<file path="src/rtl/move_sequencer_if.sv">
// Handshake and status bundle between the player front end / datapath and the move sequencer.
// The master side is the front end and datapath; the slave side is the sequencer.
interface move_sequencer_if #(
  parameter int NUM_COLS = 4
);
  logic                  req_valid;
  logic [3:0]            req_column;
  logic                  req_ready;
  logic [3*NUM_COLS-1:0] counters;
  logic [1:0]            game_status;
  logic                  player_turn;
  logic                  move_enable;
  logic [3:0]            move_column;
  logic                  reject;
  logic                  auto_move;
  logic                  game_over;
  logic [1:0]            winner;
  logic [1:0]            state_dbg;

  modport master (
    output req_valid, req_column, counters, game_status, player_turn,
    input  req_ready, move_enable, move_column, reject, auto_move, game_over, winner, state_dbg
  );

  modport slave (
    input  req_valid, req_column, counters, game_status, player_turn,
    output req_ready, move_enable, move_column, reject, auto_move, game_over, winner, state_dbg
  );
endinterface

</file>
<file path="src/rtl/move_sequencer.sv">
// Move sequencer: validates one column request at a time, pulses the datapath enable,
// waits a settle window for the winner detector and forces a move when a turn times out.
module move_sequencer #(
  parameter int NUM_COLS      = 4,
  parameter int ROWS          = 4,
  parameter int SETTLE_CYCLES = 2,
  parameter int TURN_TIMEOUT  = 1000
) (
  input logic             clk,
  input logic             reset,
  move_sequencer_if.slave bus
);

  localparam int            TW           = (TURN_TIMEOUT > 1) ? $clog2(TURN_TIMEOUT + 1) : 1;
  localparam logic [TW-1:0] TIMER_MAX    = {TW{1'b1}};
  localparam logic [TW-1:0] TIMEOUT_LAST = TW'(TURN_TIMEOUT - 1);
  localparam bit            TIMER_EN     = (TURN_TIMEOUT != 0);
  localparam logic [3:0]    ROWS_L       = 4'(ROWS);
  localparam logic [2:0]    SETTLE_L     = 3'(SETTLE_CYCLES);

  typedef enum logic [1:0] {
    ST_WAIT   = 2'b00,
    ST_ISSUE  = 2'b01,
    ST_SETTLE = 2'b10,
    ST_DONE   = 2'b11
  } state_t;

  // Counts above ROWS are treated as full as well.
  function automatic logic col_legal(input logic [3:0] col, input logic [3*NUM_COLS-1:0] cnt);
    logic res;
    res = 1'b0;
    for (int c = 0; c < NUM_COLS; c++) begin
      if (col == 4'(c)) res = ({1'b0, cnt[3*c +: 3]} < ROWS_L);
      else              res = res;
    end
    return res;
  endfunction

  // Returns {found, column} for the lowest-numbered column that still has room.
  function automatic logic [4:0] lowest_legal(input logic [3*NUM_COLS-1:0] cnt);
    logic [4:0] res;
    res = 5'b0_0000;
    for (int c = NUM_COLS - 1; c >= 0; c--) begin
      if ({1'b0, cnt[3*c +: 3]} < ROWS_L) res = {1'b1, 4'(c)};
      else                                res = res;
    end
    return res;
  endfunction

  state_t        state_r;
  logic [TW-1:0] timer_r;
  logic [2:0]    settle_r;
  logic          req_ready_r;
  logic          move_enable_r;
  logic [3:0]    move_column_r;
  logic          reject_r;
  logic          auto_move_r;
  logic          game_over_r;
  logic [1:0]    winner_r;

  logic          accept_s;
  logic          legal_s;
  logic [4:0]    lowest_s;
  logic          timeout_s;
  logic [TW-1:0] timer_inc_s;

  assign accept_s    = bus.req_valid && req_ready_r;
  assign legal_s     = col_legal(bus.req_column, bus.counters);
  assign lowest_s    = lowest_legal(bus.counters);
  // >= rather than == so a reject landing on the last cycle still lets the timeout fire next cycle.
  assign timeout_s   = TIMER_EN && (timer_r >= TIMEOUT_LAST);
  assign timer_inc_s = (timer_r == TIMER_MAX) ? timer_r : timer_r + TW'(1);

  assign bus.req_ready   = req_ready_r;
  assign bus.move_enable = move_enable_r;
  assign bus.move_column = move_column_r;
  assign bus.reject      = reject_r;
  assign bus.auto_move   = auto_move_r;
  assign bus.game_over   = game_over_r;
  assign bus.winner      = winner_r;
  assign bus.state_dbg   = state_r;

  // Sequencer state machine with all outputs registered alongside the state.
  always_ff @(posedge clk) begin
    if (!reset) begin
      state_r       <= ST_WAIT;
      timer_r       <= '0;
      settle_r      <= 3'd0;
      req_ready_r   <= 1'b1;
      move_enable_r <= 1'b0;
      move_column_r <= 4'd0;
      reject_r      <= 1'b0;
      auto_move_r   <= 1'b0;
      game_over_r   <= 1'b0;
      winner_r      <= 2'b00;
    end else begin
      case (state_r)
        ST_WAIT: begin
          reject_r      <= 1'b0;
          move_enable_r <= 1'b0;
          auto_move_r   <= 1'b0;
          if (accept_s) begin
            if (legal_s) begin
              move_column_r <= bus.req_column;
              timer_r       <= '0;
              move_enable_r <= 1'b1;
              req_ready_r   <= 1'b0;
              state_r       <= ST_ISSUE;
            end else begin
              reject_r <= 1'b1;
              timer_r  <= timer_inc_s;
            end
          end else if (timeout_s) begin
            req_ready_r <= 1'b0;
            timer_r     <= '0;
            if (lowest_s[4]) begin
              move_column_r <= lowest_s[3:0];
              move_enable_r <= 1'b1;
              auto_move_r   <= 1'b1;
              state_r       <= ST_ISSUE;
            end else begin
              winner_r    <= 2'b11;
              game_over_r <= 1'b1;
              state_r     <= ST_DONE;
            end
          end else begin
            timer_r <= timer_inc_s;
          end
        end
        ST_ISSUE: begin
          move_enable_r <= 1'b0;
          auto_move_r   <= 1'b0;
          settle_r      <= SETTLE_L;
          state_r       <= ST_SETTLE;
        end
        ST_SETTLE: begin
          settle_r <= settle_r - 3'd1;
          if (settle_r <= 3'd1) begin
            if (bus.game_status != 2'b00) begin
              winner_r    <= bus.game_status;
              game_over_r <= 1'b1;
              state_r     <= ST_DONE;
            end else begin
              timer_r     <= '0;
              req_ready_r <= 1'b1;
              state_r     <= ST_WAIT;
            end
          end else begin
            state_r <= ST_SETTLE;
          end
        end
        ST_DONE: begin
          move_enable_r <= 1'b0;
          reject_r      <= 1'b0;
          auto_move_r   <= 1'b0;
          req_ready_r   <= 1'b0;
          game_over_r   <= 1'b1;
          state_r       <= ST_DONE;
        end
        default: begin
          state_r       <= ST_WAIT;
          timer_r       <= '0;
          req_ready_r   <= 1'b1;
          move_enable_r <= 1'b0;
          reject_r      <= 1'b0;
          auto_move_r   <= 1'b0;
          game_over_r   <= 1'b0;
          winner_r      <= 2'b00;
        end
      endcase
    end
  end

endmodule
</file>
<file path="src/flat_wrapper.sv">
// flat-port wrapper written by rule: the top's interface ports become plain ports
module move_sequencer_flat 
#(
  parameter int NUM_COLS      = 4,
  parameter int ROWS          = 4,
  parameter int SETTLE_CYCLES = 2,
  parameter int TURN_TIMEOUT  = 1000
)
  (clk, reset, bus_req_valid, bus_req_column, bus_counters, bus_game_status, bus_player_turn, bus_req_ready, bus_move_enable, bus_move_column, bus_reject, bus_auto_move, bus_game_over, bus_winner, bus_state_dbg);
  move_sequencer_if #(.NUM_COLS(NUM_COLS)) bus_i ();
  input logic clk;
  input logic reset;
  input wire logic [$bits(bus_i.req_valid)-1:0] bus_req_valid;
  input wire logic [$bits(bus_i.req_column)-1:0] bus_req_column;
  input wire logic [$bits(bus_i.counters)-1:0] bus_counters;
  input wire logic [$bits(bus_i.game_status)-1:0] bus_game_status;
  input wire logic [$bits(bus_i.player_turn)-1:0] bus_player_turn;
  output wire logic [$bits(bus_i.req_ready)-1:0] bus_req_ready;
  output wire logic [$bits(bus_i.move_enable)-1:0] bus_move_enable;
  output wire logic [$bits(bus_i.move_column)-1:0] bus_move_column;
  output wire logic [$bits(bus_i.reject)-1:0] bus_reject;
  output wire logic [$bits(bus_i.auto_move)-1:0] bus_auto_move;
  output wire logic [$bits(bus_i.game_over)-1:0] bus_game_over;
  output wire logic [$bits(bus_i.winner)-1:0] bus_winner;
  output wire logic [$bits(bus_i.state_dbg)-1:0] bus_state_dbg;
  assign bus_i.req_valid = bus_req_valid;
  assign bus_i.req_column = bus_req_column;
  assign bus_i.counters = bus_counters;
  assign bus_i.game_status = bus_game_status;
  assign bus_i.player_turn = bus_player_turn;
  assign bus_req_ready = bus_i.req_ready;
  assign bus_move_enable = bus_i.move_enable;
  assign bus_move_column = bus_i.move_column;
  assign bus_reject = bus_i.reject;
  assign bus_auto_move = bus_i.auto_move;
  assign bus_game_over = bus_i.game_over;
  assign bus_winner = bus_i.winner;
  assign bus_state_dbg = bus_i.state_dbg;
  move_sequencer #(.NUM_COLS(NUM_COLS), .ROWS(ROWS), .SETTLE_CYCLES(SETTLE_CYCLES), .TURN_TIMEOUT(TURN_TIMEOUT)) u_core (.clk(clk), .reset(reset), .bus(bus_i));
endmodule
</file>
<file path="config.mk">
export PLATFORM = sky130hd
export DESIGN_NAME = move_sequencer_flat
export DESIGN_NICKNAME = d
export VERILOG_FILES = /design/src/rtl/move_sequencer_if.sv /design/src/rtl/move_sequencer.sv /design/src/flat_wrapper.sv
export SDC_FILE = /design/constraint.sdc
export NUM_CORES = 1
export LEC_CHECK = 0
export BUFFER_PORTS_ARGS = -buffer_cell sky130_fd_sc_hd__buf_2
export CAP_MARGIN = 20
export CORE_MARGIN = 5
export CORE_UTILIZATION = 35
export CTS_BUF_LIST = sky130_fd_sc_hd__clkbuf_4 sky130_fd_sc_hd__clkbuf_8
export DETAILED_ROUTE_END_ITERATION = 7
export PLACE_DENSITY_LB_ADDON = 0.05
export SYNTH_ARGS = -nofsm -noshare
export SYNTH_HDL_FRONTEND = slang
export SYNTH_SLANG_ARGS = --single-unit
</file>
<file path="constraint.sdc">
create_clock -name clk -period 2.6 [get_ports clk]
set_clock_uncertainty 0.15 [all_clocks]
set_input_delay 0.65 -clock clk [delete_from_list [all_inputs] [get_ports clk]]
set_output_delay 0.65 -clock clk [all_outputs]
set_load 0.005 [all_outputs]
</file>
======== After elaboration in Yosys (flattened, before gate mapping) ========
Cells that the tools add are included.
word-level totals
  flip-flop bits (word level) ............. 26
  input port bits ......................... 22
  output and inout bits ................... 13
  word-level logic and storage cells ...... 107
operators by class
  add/subtract/negate cells ............... 2
  order comparisons ....................... 6
  equal/unequal tests ..................... 16
  muxes and demuxes ....................... 55
  reductions and logical operators ........ 18
operators by type and width
  cell                   count
  $mux 10                6
  $mux 2                 11
  $mux 1                 21
  $mux 5                 4
  $pmux 10 s2            1
  $mux 4                 4
  $reduce_bool 2->1      7
  $lt 3x3->1 const B     4
  $reduce_and 6->1       2
  $add 10x1->10 const B  1
  $eq 10x10->1 const B   1
  $ge 10x10->1 const B   1
  $eq 4x2->1 const B     2
  $ne 2x2->1 const B     4
  $pmux 2 s4             1
  $ne 2x1->1 const B     3
  $pmux 1 s2             3
  $pmux 1 s3             2
  $pmux 3 s2             1
  $reduce_and 5->1       1
  $eq 2x2->1 const B     2
  $eq 4x1->1 const B     1
  $logic_not 4->1        1
  $pmux 2 s2             1
  other kinds (12)       12

======== Longest topological paths before layout ========
Gate-level depths: netlist of run 1.
  depth in word-level cells ............... 9
  mapped depth ............................ 7
  depth with buffers taken out ............ 7

======== Least setup slack after synthesis of run 1 ========
No wires, ideal clock.
  path type ............................... input to register
  start ................................... input port bus_req_column[2]
  end ..................................... register u_core.req_ready_r (netlist: u_core.bus.req_ready)
  setup time .............................. 120 ps
  arrival time ............................ 1,880 ps
  required time ........................... 2,330 ps
  path slack .............................. 450 ps
  stages .................................. 5
  buffers on the path ..................... 0
  cells stage by stage .................... nor3b_1 -> a22oi_1 -> mux2_4 -> a211o_1 -> a211o_1
between the ends
  cells in the longest elaborated chain, start to end .. 7
  elaborated cells between the ends (all ways) .. 10
  those cells by class .................... eq/ne: 4; mux: 4; reduce/logical: 2
ends and longest elaborated chain
  what                                 line                   RTL
  start: declaration                   flat_wrapper.sv:14     input wire logic [$bits(bus_i.req_column)-1:0] bus_req_column;
  $logic_not 4->1                      move_sequencer.sv:33   if (col == 4'(c)) res = ({1'b0, cnt[3*c +: 3]} < ROWS_L);
  $mux 1 (3 in series)                 move_sequencer.sv:33
  $mux 1 *                             move_sequencer.sv:33
  $ne 3x3->1 (no source line) *        n/a
  $reduce_and 5->1 (no source line) *  n/a
  end signal: assignment               move_sequencer.sv:89   req_ready_r <= 1'b1;
  end signal: assignment               move_sequencer.sv:107  req_ready_r <= 1'b0;
  end signal: assignment               move_sequencer.sv:114  req_ready_r <= 1'b0;
  end: declaration                     move_sequencer.sv:53   logic req_ready_r;
Every way passes the cells marked *; elsewhere a longest branch is shown, timed or not.
A chain may end at the register's enable or synchronous reset.

======== Worst setup path after layout of run 1 ========
  start ................................... register u_core.state_r[0] (netlist: u_core.bus.state_dbg[0])
  end ..................................... register u_core.timer_r[9]
between the ends
  cells in the longest elaborated chain, start to end .. 3
  elaborated cells between the ends (all ways) .. 7
  those cells by class .................... eq/ne: 3; mux: 1; reduce/logical: 3
ends and longest elaborated chain
  what                                                       line                   RTL
  start: declaration                                         move_sequencer.sv:50   state_t state_r;
  start signal: assignment                                   move_sequencer.sv:86   state_r <= ST_WAIT;
  start signal: assignment                                   move_sequencer.sv:108  state_r <= ST_ISSUE;
  start signal: assignment                                   move_sequencer.sv:120  state_r <= ST_ISSUE;
  $eq 2x2->1 / $logic_not 2->1 (equally long branches)       move_sequencer.sv:97   case (state_r)
  $ne 2x2->1 (no source line), or another cell as far along  n/a
  $reduce_and 3->1 (no source line)                          n/a
  end signal: assignment                                     move_sequencer.sv:111  timer_r <= timer_inc_s;
  end signal: assignment                                     move_sequencer.sv:127  timer_r <= timer_inc_s;
  end: declaration                                           move_sequencer.sv:51   logic [TW-1:0] timer_r;
Parallel ways exist; a longest one is shown, timed or not.

==> impl_metrics.ini, run 1 <==
[routing]
drt-pass1-iter-count = 4
wl_per_cell_microns = 15.1
viasPerCell = 5.74
drc_errors = 0
drtAntennaViolNets = 0
vias = 1459
first_iter_violations = 153
wirelength_mm = 3.84

[power]
pwr-share-comb = 0.437
p_sw_frac = 0.385
internal_power_mw = 0.955
power_frac_seq = 0.342
power_switching_mw = 0.597
ir_worst_vdd_v = 0.000458
clockPowerShare = 0.221
leakage_nw = 0.710
powerDensity_nw_per_um2 = 878

[synthesis]
syn_inst = 176
synth-edff-count = 0
synth_cell_types = 46
synthesis.nets = 206
synth-async-reset-ratio = 0
synth-seq-cells = 26
synth_area_per_cell_sq_um = 8.53
synth_seq_area_share = 0.347
ys_warn_count = 0
synth_area_sq_um = 1500
synth_top_flop_cell = dfxtp_1

[finish]
syn2layout_area_growth_pct = 17.8
nets = 235
num_antenna_cells = 0
final_common_cell = dfxtp_1
postLayoutCellArea_sq_um = 1770
layout_common_cells = dfxtp_1 (26), buf_2 (25), nand2_1 (15), a21oi_1 (15), o21ai_0 (12)
drive_gt1_frac = 0.206

[placed_design]
gp_congestion = 0.800
hpwlAfterDp_mm = 2.89
dpl_cell_area_sq_um = 1700
portBuffers = 25

[clock_tree]
post_cts_resize_count = 0
clock-sinks = 26
cts_setup_buffers = 0
cts_tree = yes
hold_buffers = 0
clk_latency_ns = 0.27
cts-root-buf = clkbuf_8
clkSlewWorstSetupHoldPaths_ns = 0.10
clk_path_buf_depth = 2
cts_buffers = 3
htreeDepth = 1

[grt]
grt_max_degree = 17
grt_use_met1 = 0.192
met2_usage = 0.205
grt_overflow = 0
gr-usage-met3 = 0.0277
top_usage_layer = met2
track_usage = 0.137
grt_pass1_vias = 1341
grt_first_pass_wirelength_mm = 6.10
grt_antenna_before_repair = 0

[sta]
hold_violations = 0
tns_ns = 0
period_share = 0.855
rsz0062_at_grt = no
worst_slew_margin_rel = 0.607
tightest_slew_ns = 0.589
slew_viol_final = 0
setup_viol = 0
fmax_ghz = 0.450
finalCriticalPeriod_ns = 2.22

[worst_setup_path]
critical_path.max_fanout = 8
cp_data_arrival_time_ns = 2.27
start_kind = flop
end_kind = flop
crit_buf_inv = 1
required_ns = 2.65
crit_family = simple AND/OR/NAND/NOR gates
cp_slowest_stage_delay_ns = 0.39
slowest_stage = nor4b_1
critPathKind = reg -> reg
worstPathCellList = inv_1, ha_1, nor4b_1, a21o_1, and3_1, a41oi_1, nor3_1

[outcome]
status = finished, final reports clean

[job]
maxCapViolCount = 0

[floorplan]
rows = 23
start_util = 0.367
fp.dieArea_sq_um = 5700
num_io_pins = 35
die_h_microns = 75.5
fp.coreArea_sq_um = 4090
die_w_microns = 75.5

[min_path]
hold_class = reg -> reg
flip-flops by register name, indices dropped and copies added (netlist names):
signal and flops:
u_core.timer_r 10, u_core.bus.move_column 4, u_core.settle_r 3, u_core.bus.state_dbg 2, u_core.bus.winner 2, u_core.bus.auto_move 1
u_core.bus.game_over 1, u_core.bus.move_enable 1, u_core.bus.reject 1, u_core.bus.req_ready 1
path summary, 6_finish.rpt:
path	startpoint	end	slack, ns	cells past startpoint
setup / recovery	u_core.bus.state_dbg[0]	u_core.timer_r[9]	0.38	7
setup reg to reg	u_core.bus.state_dbg[0]	u_core.timer_r[9]	0.38	7
hold / removal	u_core.bus.auto_move	u_core.bus.auto_move	0.32	2
hold reg to reg	u_core.bus.auto_move	u_core.bus.auto_move	0.32	2
cell families after synthesis:
group	synth area share
AND/OR/NAND/NOR	0.252
AO/OA/AOI/OAI	0.270
flip-flops	0.347
buffers and inverters	0.0350
adder cells (fa/ha/maj)	0.0667
multiplexers	0.0300
synth_stat cells, types with 2 or more instances:
master | number | area, sq um
a2111oi_0 | 2 | 17.5
a211o_1 | 3 | 26.3
a211oi_1 | 2 | 15.0
a21oi_1 | 15 | 75.1
a22oi_1 | 3 | 22.5
a311oi_1 | 2 | 17.5
a31oi_1 | 6 | 37.5
a41oi_1 | 2 | 17.5
and3_1 | 6 | 37.5
and4_1 | 2 | 17.5
clkbuf_1 | 4 | 15.0
dfxtp_1 | 26 | 521
ha_1 | 8 | 100
inv_1 | 7 | 26.3
mux2i_1 | 3 | 30.0
nand2_1 | 15 | 56.3
nand2b_1 | 2 | 12.5
nand3_1 | 8 | 40.0
nand4_1 | 4 | 25.0
nand4b_1 | 2 | 17.5
nor2_1 | 7 | 26.3
nor3_1 | 9 | 45.0
nor4b_1 | 2 | 17.5
o21ai_0 | 12 | 60.1
o21bai_1 | 2 | 15.0
o221a_2 | 2 | 22.5
worst register-to-register path, cell delays in order (launching register included):
cell and delay, ns:
dfxtp_1 0.34, inv_1 0.13, ha_1 0.36, nor4b_1 0.40, a21o_1 0.25, and3_1 0.20, a41oi_1 0.12, nor3_1 0.19
power groups by stage:
stage | registers (mW) | logic [mW] | clock network [mW]
after global routing | 0.541 | 0.758 | 0.369
after CTS | 0.529 | 0.679 | 0.356
after global placement | 0.533 | 0.666 | 0
final | 0.531 | 0.678 | 0.343
after detailed placement | 0.538 | 0.676 | 0
after floorplan | 0.529 | 0.459 | 0
final cells by class:
class,instances,area [sq um]
Clock buffer,3,41.3
Clock inverter,1,30.0
Fill cell,413,2320
Inverter,8,30.0
Multi-Input combinational cell,137,928
Sequential cell,26,520
Tap cell,50,62.6
Timing Repair Buffer,29,155
per-layer routing:
metal | up-vias | wire length (microns)
li1 | 736 | -
met1 | 682 | 1920
met2 | 39 | 1670
met3 | 2 | 225
met4 | 0 | 27
met5 | - | 0
through the flow:
step	power [mW]	util	hold WS, ns	instances	setup slack [ns]
2_1_floorplan	0.989	-	0.303	176	0.450
3_3_place_gp	1.20	0.415	0.292	250	0.255
3_5_place_dp	1.21	0.415	0.301	250	0.190
4_1_cts	1.56	0.433	0.315	254	0.357
5_1_grt	1.67	0.433	0.339	254	0.231
6_report	1.55	0.433	0.324	254	0.378
(Power assumes the default switching activity.)
==> inputs of run 2 (changes only) <==
--- a/config.mk
+++ b/config.mk
@@ -7,8 +7,10 @@
 export LEC_CHECK = 0
 export BUFFER_PORTS_ARGS = -buffer_cell sky130_fd_sc_hd__buf_2
 export CAP_MARGIN = 20
+export CELL_PAD_IN_SITES_DETAIL_PLACEMENT = 1
+export CELL_PAD_IN_SITES_GLOBAL_PLACEMENT = 2
 export CORE_MARGIN = 5
-export CORE_UTILIZATION = 35
+export CORE_UTILIZATION = 32
 export CTS_BUF_LIST = sky130_fd_sc_hd__clkbuf_4 sky130_fd_sc_hd__clkbuf_8
 export DETAILED_ROUTE_END_ITERATION = 7
 export PLACE_DENSITY_LB_ADDON = 0.05
==> run 2 against run 1 <==
Register-to-register slack hardly changed. Setup slack gained 0.0069 ns. Combinational power up 3%. First-iteration DRC count down 58%. Clock power is 21% lower. Maximum frequency increased by 0.31%. Die area rose by 8.1%. Worst hold slack got worse by 0.010 ns. Largest cell class unchanged. Sequential cell count stayed put. Global-route usage is 0.56 points higher. Non-clock buffer count rose by 1. Total power shrank 3.2%.
==> impl_metrics.ini, run 2 (synthesis gave the netlist of run 1 again) <==
[finish]
nets = 236
fillCellCount = 568
top_register = u_core.timer_r
layout_common_cells = dfxtp_1 (26), buf_2 (25), nand2_1 (15), a21oi_1 (15), o21ai_0 (12)
drive_gt1_frac = 0.210
num_antenna_cells = 0
largest_register_ffs = 10
syn2layout_area_growth_pct = 17.5
final_common_cell = dfxtp_1

[sta]
hold_violations = 0
fmax_ghz = 0.452
rsz0062_at_grt = no
slew_viol_final = 0
finalCriticalPeriod_ns = 2.21
holdWs_ns = 0.314
tightest_slew_ns = 0.525
tns_ns = 0
period_share = 0.852
setup_viol = 0
worst_slew_margin_rel = 0.646

[worst_setup_path]
end_kind = flop
regToRegSetupSlack_ns = 0.39
critical_path.max_fanout = 6
r2r_cells = 6
cp_data_arrival_time_ns = 2.23
required_ns = 2.61
start_kind = flop
critPathKind = reg -> reg

[floorplan]
start_util = 0.324
die_h_microns = 78.5
die_w_microns = 78.5
fp.coreArea_sq_um = 4630
fp.dieArea_sq_um = 6160
num_io_pins = 35
rows = 25

[clock_tree]
cts_setup_buffers = 0
cts-root-buf = clkbuf_8
hold_buffers = 0
clk_path_buf_depth = 2
clock-sinks = 26
cts_buffers = 3
clkSlewWorstSetupHoldPaths_ns = 0.10
cts_tree = yes
htreeDepth = 1
post_cts_resize_count = 0
clk_latency_ns = 0.27

[placed_design]
portBuffers = 25
gp_congestion = 0.766
hpwlAfterDp_mm = 3.29

[routing]
drt-pass1-iter-count = 4
wl_per_cell_microns = 16.3
drc_errors = 0
wirelength_mm = 4.22
drtAntennaViolNets = 0
vias = 1494
first_iter_violations = 65
viasPerCell = 5.77

[grt]
grt_antenna_before_repair = 0
grt_pass1_vias = 1554
grt_max_degree = 17
grt_overflow = 0
grt_first_pass_wirelength_mm = 7.27
track_usage = 0.142

[outcome]
status = finished, final reports clean

[power]
ir_worst_vdd_v = 0.000406
powerDensity_nw_per_um2 = 852
leakage_nw = 0.709

[job]
maxCapViolCount = 0

[min_path]
hold_class = reg -> reg
whs_path_depth = 2
==> run 2: cell count changes in the layout (fill, tap and decap cells not counted), sizes merged <==
cell    change
buf         +1
bufinv      -1
clkbuf      +1
==> run 2: worst max-delay path, stage by stage, from the launching register on <==
cell,delay (ns)
dfxtp_1,0.42
ha_1,0.30
and4_1,0.26
nand2_1,0.12
or4b_2,0.63
a21oi_1,0.17
nor3_1,0.06
==> run 2: final timing paths <==
path,start,end
worst max-delay path,u_core.timer_r[0],u_core.timer_r[8]
worst min-delay path,u_core.bus.auto_move,u_core.bus.auto_move
worst max register to register,u_core.timer_r[0],u_core.timer_r[8]
worst min register to register,u_core.bus.auto_move,u_core.bus.auto_move
==> run 2: final cells by class <==
class	count	area [sq um]	share of cell area
multi-input combinational	137	928	0.526
sequential	26	520	0.295
timing repair buffer	30	163	0.0922
tap	54	67.6	0.0383
clock buffer	4	55.1	0.0312
inverter	8	30.0	0.0170
==> run 2: per-stage QoR <==
| stage | power, mW | utilization | std cells | area (sq um) | setup slack [ns] |
|---|---|---|---|---|---|
| 3_3_place_gp | 1.21 | 0.369 | 255 | 1710 | 0.233 |
| 4_1_cts | 1.52 | 0.381 | 259 | 1760 | 0.385 |
| 2_1_floorplan | 0.989 | - | 176 | 1500 | 0.450 |
| 3_5_place_dp | 1.24 | 0.369 | 255 | 1710 | 0.169 |
| 6_report | 1.50 | 0.381 | 259 | 1760 | 0.385 |
| 5_1_grt | 1.62 | 0.381 | 259 | 1760 | 0.168 |
==> run 2: power breakdown <==
part	internal [mW]	switching, mW	total, mW
combinational	0.285	0.412	0.697
sequential	0.469	0.0655	0.534
clock	0.135	0.135	0.271
==> run 2: routing by layer <==
metal | share of wire | global-route usage | wire (microns) | vias up
li1 | - | - | - | 737
met1 | 0.50 | 0.194 | 2110 | 721
met2 | 0.45 | 0.230 | 1880 | 30
met3 | 0.042 | 0.0218 | 176 | 6
met4 | 0.012 | 0.0420 | 52 | 0
met5 | 0 | 0 | 0 | -
==> inputs of run 3 (changes only) <==
--- a/config.mk
+++ b/config.mk
@@ -5,14 +5,14 @@
 export SDC_FILE = /design/constraint.sdc
 export NUM_CORES = 1
 export LEC_CHECK = 0
-export BUFFER_PORTS_ARGS = -buffer_cell sky130_fd_sc_hd__buf_2
 export CAP_MARGIN = 20
 export CELL_PAD_IN_SITES_DETAIL_PLACEMENT = 1
 export CELL_PAD_IN_SITES_GLOBAL_PLACEMENT = 2
 export CORE_MARGIN = 5
-export CORE_UTILIZATION = 32
+export CORE_UTILIZATION = 35
 export CTS_BUF_LIST = sky130_fd_sc_hd__clkbuf_4 sky130_fd_sc_hd__clkbuf_8
 export DETAILED_ROUTE_END_ITERATION = 7
+export DONT_BUFFER_PORTS = 1
 export PLACE_DENSITY_LB_ADDON = 0.05
 export SYNTH_ARGS = -nofsm -noshare
 export SYNTH_HDL_FRONTEND = slang
==> run 3 against run 2 <==
Critical path depth rose by 1. Worst hold slack better by 0.021 ns. Sequential cell count did not move. Core utilization grew 2.1 points. Critical path type unchanged. Largest cell class unchanged. First-iteration DRC count grew 23%. Register-to-register slack worse by 0.08 ns.
==> impl_metrics.ini, run 3 (synthesis gave the netlist of run 1 again) <==
[clock_tree]
clk_path_buf_depth = 2
clkSlewWorstSetupHoldPaths_ns = 0.10
cts_buffers = 3
cts-root-buf = clkbuf_8
clock-sinks = 26
htreeDepth = 1
hold_buffers = 0
cts_tree = yes
clk_latency_ns = 0.29
post_cts_resize_count = 0
cts_setup_buffers = 0

[finish]
fillCellCount = 504
layout_common_cells = dfxtp_1 (26), nand2_1 (15), a21oi_1 (15)
final_common_cell = dfxtp_1
num_antenna_cells = 0
nets = 210
largest_register_ffs = 10
fin_util = 0.402
postLayoutCellArea_sq_um = 1640
fin_cells = 229
drive_gt1_frac = 0.0950
multiInputGateArea_sq_um = 928
register_area_sq_um = 520
top_register = u_core.timer_r
syn2layout_area_growth_pct = 9.42

[sta]
holdWs_ns = 0.335
finalCriticalPeriod_ns = 2.29
hold_violations = 0
period_share = 0.881
worst_slew_margin_rel = 0.580
post-route-worst-setup-slack_ns = 0.309
rsz0062_at_grt = no
slew_viol_final = 0
tns_ns = 0
fmax_ghz = 0.437
setup_viol = 0
tightest_slew_ns = 0.630

[routing]
drtAntennaViolNets = 0
first_iter_violations = 80
wirelength_mm = 4.10
drc_errors = 0
drt-pass1-iter-count = 4
viasPerCell = 6.14
wl_per_cell_microns = 17.9
vias = 1407

[grt]
grt_overflow = 0
grt_antenna_before_repair = 0
track_usage = 0.159
grt_max_degree = 17
grt_pass1_vias = 1431
grt_first_pass_wirelength_mm = 6.93

[worst_setup_path]
end_kind = flop
critPathKind = reg -> reg
required_ns = 2.66
critical_path.max_fanout = 8
cp_data_arrival_time_ns = 2.35
start_kind = flop

[floorplan]
die_w_microns = 75.5
fp.coreArea_sq_um = 4090
rows = 23
die_h_microns = 75.5
fp.dieArea_sq_um = 5700
num_io_pins = 35
start_util = 0.367

[power]
ir_worst_vdd_v = 0.000353
leakage_nw = 0.596
powerDensity_nw_per_um2 = 929
power_mw = 1.53

[placed_design]
dp_cells = 225
post-place-ws_ns = 0.295
hpwlAfterDp_mm = 3.15
gp_congestion = 0.775
dpl_cell_area_sq_um = 1570
portBuffers = 0

[min_path]
hold_class = reg -> reg

[outcome]
status = finished, final reports clean

[job]
maxCapViolCount = 0
-- run 3: layout make-up --
type / instances / share of cell area
Inverter: 8 / 0.0183
Clock buffer: 3 / 0.0251
Timing Repair Buffer: 4 / 0.0183
Tap cell: 50 / 0.0381
Multi-Input combinational cell: 137 / 0.565
Sequential cell: 26 / 0.317
Clock inverter: 1 / 0.0183
-- run 3: power breakdown --
part	switching, mW	total [mW]	leakage, nW	internal [mW]
Combinational	0.379	0.626	0.349	0.248
Sequential	0.0750	0.544	0.212	0.469
Clock	0.149	0.355	0.0357	0.207
Total	0.602	1.53	0.596	0.924
-- run 3: final timing paths --
check,from,endpoint,slack [ns],depth (start not counted)
worst max register to register,u_core.bus.state_dbg[0],u_core.timer_r[9],0.31,7
worst min-delay path,u_core.bus.auto_move,u_core.bus.auto_move,0.33,2
worst min register to register,u_core.bus.auto_move,u_core.bus.auto_move,0.33,2
worst max-delay path,u_core.bus.state_dbg[0],u_core.timer_r[9],0.31,7
-- run 3: worst max-delay path, stage by stage, from the launching register on --
cell,delay (ns)
dfxtp_1,0.37
inv_1,0.16
ha_1,0.34
nor4b_1,0.40
a21o_1,0.25
and3_1,0.22
a41oi_1,0.13
nor3_1,0.20
-- run 3: per-layer routing --
layer / track usage / vias to the layer above / part of all wire
met5: 0 / - / 0
met4: 0.0641 / 0 / 0.020
met3: 0.0383 / 7 / 0.061
met2: 0.258 / 28 / 0.45
met1: 0.204 / 688 / 0.47
li1: - / 684 / -
